<file path="src/rtl/ysyx_23060096_ifu.sv">
// Instruction fetch unit: owns the PC, issues one imem read at a time, buffers {inst, pc, fault} for decode.
// Latency: request accepted at t, response at t+1 -> out_valid at t+2; next request the cycle after the handshake.
// Backpressure: out_ready low holds the buffered word stable and stalls fetching; imem_req_ready low holds the request.
module ysyx_23060096_ifu #(
    parameter logic [31:0] RESET_PC = 32'h8000_0000,
    parameter logic [31:0] NOP_INST = 32'h0000_0013
) (
    input  logic        clk,
    input  logic        rst,
    output logic        imem_req_valid,
    input  logic        imem_req_ready,
    output logic [31:0] imem_req_addr,
    input  logic        imem_resp_valid,
    input  logic [31:0] imem_resp_data,
    input  logic        imem_resp_err,
    output logic        out_valid,
    input  logic        out_ready,
    output logic [31:0] out_inst,
    output logic [31:0] out_pc,
    output logic        out_fault,
    input  logic        redirect_valid,
    input  logic [31:0] redirect_pc
);

    typedef enum logic [2:0] {
        S_REQ  = 3'd0,
        S_WAIT = 3'd1,
        S_HOLD = 3'd2,
        S_DROP = 3'd3,
        S_HALT = 3'd4
    } state_t;

    state_t      state;
    logic [31:0] pc;
    logic        aligned;
    logic        req_fire;

    // A misaligned PC never reaches memory; it is turned into a faulting NOP instead.
    assign aligned        = (pc[1:0] == 2'b00);
    assign imem_req_valid = !rst && (state == S_REQ) && aligned;
    assign imem_req_addr  = pc;
    assign req_fire       = imem_req_valid && imem_req_ready;
    // The buffer is only presented while in HOLD; state is a register so this is glitch-free.
    assign out_valid      = (state == S_HOLD);

    // Fetch sequencer: redirect outranks every other PC update, a stale response is dropped via DROP.
    always_ff @(posedge clk) begin
        if (rst) begin
            state     <= S_REQ;
            pc        <= RESET_PC;
            out_inst  <= 32'd0;
            out_pc    <= RESET_PC;
            out_fault <= 1'b0;
        end else if (redirect_valid) begin
            pc <= redirect_pc;
            case (state)
                S_REQ:   state <= req_fire ? S_DROP : S_REQ;
                S_WAIT:  state <= imem_resp_valid ? S_REQ : S_DROP;
                S_DROP:  state <= imem_resp_valid ? S_REQ : S_DROP;
                default: state <= S_REQ;
            endcase
        end else begin
            case (state)
                S_REQ: begin
                    if (!aligned) begin
                        out_inst  <= NOP_INST;
                        out_pc    <= pc;
                        out_fault <= 1'b1;
                        state     <= S_HOLD;
                    end else if (req_fire) begin
                        state <= S_WAIT;
                    end
                end
                S_WAIT: begin
                    if (imem_resp_valid) begin
                        out_inst  <= imem_resp_err ? NOP_INST : imem_resp_data;
                        out_pc    <= pc;
                        out_fault <= imem_resp_err;
                        state     <= S_HOLD;
                    end
                end
                S_HOLD: begin
                    if (out_ready) begin
                        if (out_fault) begin
                            state <= S_HALT;
                        end else begin
                            pc    <= pc + 32'd4;
                            state <= S_REQ;
                        end
                    end
                end
                S_DROP: begin
                    if (imem_resp_valid) begin
                        state <= S_REQ;
                    end
                end
                S_HALT: begin
                    state <= S_HALT;
                end
                default: begin
                    state <= S_REQ;
                end
            endcase
        end
    end

endmodule

</file>
<file path="config.mk">
export PLATFORM = sky130hd
export DESIGN_NAME = ysyx_23060096_ifu
export DESIGN_NICKNAME = d
export VERILOG_FILES = /design/src/rtl/ysyx_23060096_ifu.sv
export SDC_FILE = /design/constraint.sdc
export NUM_CORES = 1
export LEC_CHECK = 0
export ABC_AREA = 1
export BUFFER_PORTS_ARGS = -buffer_cell sky130_fd_sc_hd__buf_2
export CAP_MARGIN = 20
export CELL_PAD_IN_SITES_DETAIL_PLACEMENT = 1
export CELL_PAD_IN_SITES_GLOBAL_PLACEMENT = 1
export CORE_MARGIN = 5
export CORE_UTILIZATION = 25
export CTS_CLUSTER_DIAMETER = 100
export DETAILED_ROUTE_END_ITERATION = 10
export PLACE_DENSITY_LB_ADDON = 0.1
export SLEW_MARGIN = 0
export SYNTH_ARGS = -nofsm -noshare
export SYNTH_HDL_FRONTEND = slang
export SYNTH_SLANG_ARGS = --single-unit
export TNS_END_PERCENT = 5
</file>
<file path="constraint.sdc">
create_clock -name clk -period 1.9 [get_ports clk]
set_clock_uncertainty 0.2 [all_clocks]
set_input_delay 0.285 -clock clk [delete_from_list [all_inputs] [get_ports clk]]
set_output_delay 0.285 -clock clk [all_outputs]
set_load 0.05 [all_outputs]
</file>
======== Word level (Yosys, flattened, before mapping) ========
Cells that the tools add are included.
storage, ports and cells
  flip-flop bits (word level) ............. 100
cells by class
  reductions and logical operators ........ 13
  $add $sub $neg .......................... 1
  multiplexer cells ....................... 25
  equality and inequality tests ........... 11
  bitwise logic cells ..................... 1
operators with widths
  operator                                                                 number
  32-bit two-way mux                                                       9
  32-bit case mux with 2 select lines                                      2
  32-bit by 3-bit adder with 32-bit output, second input constant          1
  3-bit two-way mux                                                        7
  3-bit case mux with 5 select lines                                       1
  4-bit AND reduction                                                      2
  3-bit by 2-bit == test with 1-bit output, second input constant          2
  3-bit inequality test, second input constant                             2
  2-bit nonzero test                                                       3
  2-bit two-way mux                                                        2
  2-bit inequality test, second input constant                             2
  4-bit inequality test, second input constant                             1
  2-bit case mux with 2 select lines                                       1
  3-bit by 1-bit == test with 1-bit output, second input constant          1
  3-bit == test, second input constant                                     1
  1-bit logical AND                                                        3
  3-bit zero test                                                          1
  3-bit by 1-bit inequality test with 1-bit output, second input constant  1
  3-bit AND reduction                                                      1
  2-bit zero test                                                          1
  1-bit two-way mux                                                        2
  2-bit by 1-bit inequality test with 1-bit output, second input constant  1
  1-bit case mux with 2 select lines                                       1
  2-bit OR reduction                                                       1
  2 further kinds                                                          2

======== Longest topological paths before layout ========
Gate-level depths: netlist of the first run.
  depth after elaboration ................. 8
  gate-level depth with buffers ........... 9

======== Least setup slack after synthesis of the first run ========
Ideal clock, no wire load.
  path kind ............................... register -> register
  from .................................... register pc[2] (netlist: imem_req_addr[2])
  to ...................................... register pc[22] (netlist: imem_req_addr[22])
  path slack .............................. -0.275 ns
  arrival time ............................ 1.860 ns
  stages on the path, launching flop included .. 10
  required time ........................... 1.585 ns
  path through ............................ dfxtp_1 -> ha_1 -> nand3_4 -> nor3_4 -> nand2_2 -> nor2_2 -> nand2_1 -> nand2_1 -> nand3_1 -> and2_1
on the way
  word-level cells in the longest chain between the ends .. 5
RTL lines
  element                                   RTL line  RTL
  start, declared                           34        logic [31:0] pc;
  start signal, assigned                    55        pc <= redirect_pc;
  start signal, assigned                    87        pc <= pc + 32'd4;
  32-bit by 3-bit adder with 32-bit output  87
  32-bit two-way mux                        84        if (out_fault) begin
  32-bit two-way mux                        83        if (out_ready) begin
  32-bit two-way mux                        63        case (state)
  32-bit two-way mux                        54        end else if (redirect_valid) begin
No other way between the ends. The select of a mux whose other input is x is not followed.
A chain may end at the register's enable or synchronous reset.

======== Worst setup path in the final report of the first run ========
  from .................................... register state[1]
  to ...................................... output port out_valid
on the way
  word-level cells in the longest chain between the ends .. 1
RTL lines
  element                                   RTL line  RTL
  start, declared                           33        state_t state;
  start signal, assigned                    57        S_REQ: state <= req_fire ? S_DROP : S_REQ;
  start signal, assigned                    58        S_WAIT: state <= imem_resp_valid ? S_REQ : S_DROP;
  start signal, assigned                    59        S_DROP: state <= imem_resp_valid ? S_REQ : S_DROP;
  3-bit by 2-bit == test with 1-bit output  44        assign out_valid = (state == S_HOLD);
  end, declared                             16        output logic out_valid,
No other way between the ends.

==> results of run 1 <==
-- kinds of logic after synthesis --
logic type	Yosys count	synth area share (%)
AO/OA/AOI/OAI	136	17.4
XOR/XNOR	8	1.54
adder cells (fa/ha/maj)	1	0.274
buffers and inverters	65	5.79
flip-flops	100	43.9
AND/OR/NAND/NOR	334	31.1
-- routing by layer --
layer	routed length [um]	up-vias	global-route usage, %
met5	11	-	0
met1	7760	2391	19.9
li1	-	2557	-
met4	208	2	4.66
met2	9030	121	30.2
met3	1080	13	4.46
-- cells in the final DEF, fill, tap and decap left out, types with 2 or more instances in the layout --
cell,instances
nand3_1,24
nor2_4,4
clkbuf_16,9
xnor2_1,3
inv_6,2
a31oi_1,5
buf_12,3
nor3_4,2
nand3b_1,5
dlygate4sd3_1,37
nand2_2,6
nand4_1,3
nor2_2,8
a22oi_1,32
o22ai_1,3
o21bai_1,2
buf_2,168
inv_2,4
dfxtp_4,2
inv_1,28
nor2_1,131
nor3_1,2
dfxtp_1,92
xor2_1,5
nand2_1,144
dfxtp_2,6
o21ai_0,40
a211oi_1,3
nand3_2,2
a21oi_1,47
clkinvlp_4,2
buf_4,33
-- worst max-delay path, stage by stage, from the launching register on --
cell and delay, ps:
dfxtp_1 330, buf_4 130, nand3_2 110, inv_2 120, buf_2 290
-- repair_timing --
| item | CTS | global route |
|---|---|---|
| setup endpoints to repair | 1 | 36 |
| endpoints found under the hold margin | 37 | 0 |
| gates resized for setup | 1 | 8 |
| pin swaps | 0 | 2 |
| buffers inserted | 0 | 2 |
| hold buffers | 37 | 0 |
-- registers in the layout (all words and copies together), names as in the netlist --
register and cells:
state 3, imem_req_addr 32, out_inst 32, out_fault 1, out_pc 32
-- stage by stage --
step / cell area [um^2] / instances
detailed placement: 5870 / 1043
finish: 6570 / 1098
global placement: 5870 / 1043
CTS: 6530 / 1096
floorplan: 4580 / 644
global route: 6570 / 1098
-- report_power, final --
part | switching [mW] | leakage (nW) | internal [mW]
registers | 0.100 | 0.821 | 2.22
logic | 0.831 | 1.98 | 0.366
clock network | 0.892 | 0.135 | 0.936
-- worst paths after layout --
path | slack (ps) | depth (start not counted) | to
worst max-delay path | 80 | 4 | out_valid
worst min-delay path | 20 | 3 | out_inst[4]
worst max register to register | 140 | 9 | imem_req_addr[22]
worst min register to register | 260 | 2 | out_pc[31]
-- synthesized netlist by cell type, types with 8 or more instances --
library cell  number  area [um^2]
nand3_1           25          125
inv_1             29          109
nor2_2             8         50.1
o21ai_0           40          200
dfxtp_1          100         2000
a22oi_1           32          240
nand2_1          145          544
clkbuf_1          16         60.1
nor2_1           133          499
buf_2             16         80.1
a21oi_1           47          235
-- layout make-up --
class	count	area share [%]
Multi-Input combinational cell	479	35.5
Sequential cell	100	30.7
Timing Repair Buffer	242	23.3
Tap cell	229	4.36
Clock buffer	10	3.64
Inverter	32	1.83
Clock inverter	6	0.705
==> run_results.csv, run 1 <==
group,metric,value,unit
floorplanning,rows,49,
routing,first_pass_iters,4,
outcome,status,"complete, no violations",
sta,relSlewSlack,75.0,%
floorplanning,initial_utilization,25.4,%
synth,synthCells,644,
sta,fin_setup_tns,0,ps
placement,dp_hpwl,13700,um
sta,setup_ws,75.2,ps
routing,first_iter_violations,161,
final_layout,n_fill_cell,2258,
pwr,fin_total_pwr,5.34,mW
clock_network,cts_buffers,9,
sta,rsz0062_at_grt,"true",
clock_network,htreeDepth,3,
grt,antenna_found_initial,1,
floorplanning,die_h,145,um
sta,final_max_slew_viol_count,0,
clock_network,clkLatencyLatePin,350,ps
placement,place_congestion,0.835,
synth,synth_edf_count,0,
grt,grt_pass1_wl,29200,um
critical_path,crit_fanout,5,
sta,hold_viol,0,
routing,wl_per_cell,16.5,um
critical_path,r2r_start,"imem_req_addr[2]",
synth,synth_nets,716,
sta,period_needed,1820,ps
final_layout,antenna_cells,0,
pwr,ir_drop,0.405,mV
critical_path,crit_path_end_kind,"output port",
hold_path,holdCritStartpoint,"imem_resp_data[4]",
flow_run,cap_viol_max_count,0,
pwr,leakage,2.93,nW
grt,first_global_vias,5572,
critical_path,setup.worst_path.class,"register to output port",
critical_path,worstPathRequired,1410,ps
clock_network,cts_sinks,100,
final_layout,drive_gt1_share,29.7,%
sta,period_share,96.0,%
clock_network,clk_path_buf_depth,2,
routing,vias,5084,
synth,synth.distinct_cells,34,
routing,detail-route-antenna-nets,0,
sta,setup_viol_count_final,0,
final_layout,areaGrowthSynthToFinish,44.0,%
synth,syn_area,4560,um^2
routing,drt_wl_total,18100,um
critical_path,setup.worst_path.start_class,"register",
floorplanning,dieArea,21000,um^2
sta,timing.hold.ws,18.8,ps
synth,synth_ff_type,"dfxtp_1",
synth,ys_warn_count,0,
floorplanning,die_w,145,um
critical_path,crit_arrival,1340,ps
synth,ys_seq_area_share,43.9,%
synth,ys_ff_latch,100,
clock_network,cts_tree,"built",
placement,pre_cts_slack,70.0,ps
final_layout,multiInputGateArea,2330,um^2
floorplanning,core_area,18000,um^2
final_layout,regArea,2020,um^2
synth,ys_async_sr_fraction,0,%
clock_network,root_buffer,"clkbuf_16",
sta,fmax,548,MHz
final_layout,final_util,36.6,%
pwr,power.density,813,nW/um^2
floorplanning,pin_count,170,
synth,avgSynthCellArea,7.08,um^2
grt,grt_max_degree,33,
grt,track_usage,16.9,%
routing,viasPerCell,4.63,
final_layout,nNetsFinal,936,
hold_path,hold_class,"input pin to register",
placement,port_buffers,169,
critical_path,crit_path_start,"state[1]",
routing,drc_errors,0,
sta,worst_slew_pin_slew,375,ps
clock_network,clkTransAtPathRegs,70,ps
grt,grt.overflow.total,0,
No activity file was read; power rests on OpenSTA's default activity.
==> run 2, diff against run 1 <==
Settings changed: ABC_AREA 1 to unset.
==> run_results.csv, run 2 <==
group,metric,value,unit
sta,relSlewSlack,67.7,%
routing,viasPerCell,4.68,
placement,port_buffers,169,
synth,synth_compound_area_share,14.6,%
critical_path,max_stage_delay,380,ps
clock_network,clk_path_buf_depth,2,
synth,muxShareOfSynthArea,1.22,%
synth,ys_warn_count,0,
synth,synth_edf_count,0,
critical_path,r2r_start,"state[0]",
synth,ys_async_sr_fraction,0,%
synth,synthXorXnorAreaFrac,5.81,%
critical_path,worstPathRequired,1410,ps
floorplanning,initial_utilization,25.4,%
floorplanning,rows,47,
synth,ys_ff_latch,100,
final_layout,final_util,41.1,%
floorplanning,die_w,140,um
hold_path,holdPathStages,3,
final_layout,drive_gt1_share,39.7,%
routing,detail-route-antenna-nets,0,
floorplanning,pin_count,170,
sta,setup_viol_count_final,1,
floorplanning,dieArea,19600,um^2
critical_path,reg2reg_slack,30,ps
synth,post-synth-top-count-cell,"dfxtp_1",
sta,worst_slew_pin_slew,484,ps
grt,grt.overflow.total,0,
critical_path,critPathTopFamily,"simple AND/OR/NAND/NOR gates",
synth,synth_largest_area_cell,"dfxtp_1",
final_layout,final_cell_mix,"buf_2, dfxtp_1, nand2_1",
pwr,power.density,788,nW/um^2
placement,place_congestion,0.827,
grt,grt_pass1_wl,26100,um
grt,busiest_layer,"met2",
critical_path,crit_path_end_kind,"output port",
critical_path,crit_fanout,5,
routing,first_iter_violations,119,
routing,wl_per_cell,16.6,um
synth,synthCells,496,
hold_path,hold_class,"input pin to register",
critical_path,cp_cell_sequence,"or3_4 -> nor4_4 -> buf_6",
sta,period_share,104,%
sta,rsz0062_at_grt,"true",
hold_path,holdCritStartpoint,"redirect_pc[29]",
floorplanning,core_area,16600,um^2
sta,period_needed,1970,ps
final_layout,nNetsFinal,832,
grt,first_global_vias,4882,
grt,grt_max_degree,43,
synth,syn_area,4220,um^2
clock_network,root_buffer,"clkbuf_16",
pwr,leakage,2.94,nW
sta,fmax,508,MHz
synth,synth_top_family_by_area,"simple AND/OR/NAND/NOR gates",
synth,avgSynthCellArea,8.51,um^2
synth,ys_seq_area_share,47.4,%
clock_network,htreeDepth,3,
floorplanning,die_h,140,um
sta,final_max_slew_viol_count,0,
critical_path,setup.worst_path.class,"register to output port",
outcome,violations,"negative setup slack",
grt,grtUsageMet1,20.7,%
routing,first_pass_iters,4,
synth,synth_nets,568,
flow_run,cap_viol_max_count,0,
synth,yosys.area_share.adder,0.297,%
grt,track_usage,16.4,%
routing,vias,4613,
pwr,ir_drop,0.429,mV
critical_path,crit_arrival,1480,ps
placement,dp_hpwl,12000,um
synth,synth_ff_type,"dfxtp_1",
clock_network,clkTransAtPathRegs,70,ps
sta,hold_viol,0,
routing,drc_errors,0,
synth,synth-simple-area-share,26.6,%
synth,yosys-top-cells-area,"dfxtp_1, nand2_1, a22oi_1, nor2_1, a21oi_1",
clock_network,cts_tree,"built",
grt,antenna_found_initial,0,
sta,setup_ws,-69.8,ps
clock_network,clkLatencyLatePin,350,ps
final_layout,antenna_cells,0,
critical_path,critPathSlowestCell,"dfxtp_4",
final_layout,layout_commonest_cell,"buf_2",
final_layout,areaGrowthSynthToFinish,61.4,%
critical_path,setup.worst_path.start_class,"register",
clock_network,cts_sinks,100,
synth,yosys-top-cells-count,"dfxtp_1, nand2_1, nor2_1",
sta,timing.hold.ws,17.0,ps
critical_path,worst-r2r-cell-count,6,
synth,synth.distinct_cells,49,
clock_network,cts_buffers,9,
routing,drt_wl_total,16400,um
hold_path,min_to,"imem_req_addr[29]",
grt,grt_use_met3,4.09,%
synth,synth.top_cell.area_share,47.4,%
grt,met2_usage,27.4,%
outcome,status,"complete, but fails checks",
critical_path,r2r-end,"state[0]",
critical_path,crit_buf_inv,1,
run 2: cell types whose count changed in the layout (fill, tap and decap cells not counted), moves of 8 or more:
cell,delta
xnor2_1,+16
nor3_1,+10
dlygate4sd3_1,+13
nand3_1,-18
a211oi_1,+11
buf_4,+27
nand4_1,+8
a21oi_1,-12
nor2_1,-69
inv_1,-21
o21ai_0,-37
nor2_2,-8
nand2_1,-57
run 2: kinds of logic (layout without fill, tap and decap cells):
kind of cell    count (synthesis)  after routing
simple gates                  227            227
compound gates                 95             95
fa+ha+maj                       1              1
mux                             5              5
flops                         100            100
xor+xnor                       28             28
buf+inv                        40            309
run 2: where the power goes:
group          leakage [nW]  switching (mW)  internal [mW]
Combinational          1.97           0.744          0.441
Clock                 0.151           0.893           1.04
Sequential            0.819          0.0580           2.19
Total                  2.94            1.69           3.67
run 2: routing by layer:
layer / up-vias / part of all wire (%)
met5: - / 0
met3: 20 / 5.7
met1: 2228 / 44
li1: 2249 / -
met4: 0 / 1.9
met2: 116 / 48
run 2: worst register-to-register path, cell delays in order (launching register included):
cell,delay [ps]
dfxtp_4,380
or3_4,350
buf_4,150
buf_4,140
nor3_1,200
a22oi_1,140
a211oi_1,220
run 2: per-stage QoR:
| stage | cell area [um^2] | worst slack [ps] | TNS, ps | power (mW) | instances |
|---|---|---|---|---|---|
| floorplan | 4240 | -430 | -9200 | 2.92 | 496 |
| global placement | 5750 | -12.7 | -12.7 | 3.32 | 912 |
| detailed placement | 5750 | -127 | -1920 | 3.34 | 912 |
| CTS | 6660 | -192 | -201 | 5.43 | 982 |
| global route | 6810 | -115 | -693 | 5.61 | 985 |
| finish | 6810 | -69.8 | -69.8 | 5.37 | 985 |
run 2: timing repair:
item	4_1_cts	5_1_grt
pin swaps	3	12
setup buffers	4	3
hold buffers	50	0
endpoints found under the hold margin	49	0
gates resized for setup	19	31
setup endpoints to repair	58	87
run 2: final cells by class:
| type | instances | area [um^2] |
|---|---|---|
| inverter | 8 | 30.0 |
| fill | 1978 | 9770 |
| multi-input combinational | 356 | 2250 |
| clock buffer | 9 | 225 |
| timing repair buffer | 285 | 1940 |
| clock inverter | 7 | 82.6 |
| sequential | 100 | 2010 |
| tap | 220 | 275 |
run 2: worst max-delay path by stage:
| stage | end | slack [ps] | from | cells past startpoint |
|---|---|---|---|---|
| 6_report | imem_req_valid | -70 | state[0] | 3 |
| 3_3_place_gp | imem_req_addr[20] | -10 | state[0] | 6 |
| 3_5_place_dp | out_fault | -130 | state[0] | 7 |
| 4_1_cts | imem_req_valid | -190 | imem_req_addr[0] | 3 |
| 5_1_grt | imem_req_valid | -110 | state[0] | 3 |
| 2_1_floorplan | imem_req_addr[21] | -430 | state[1] | 7 |
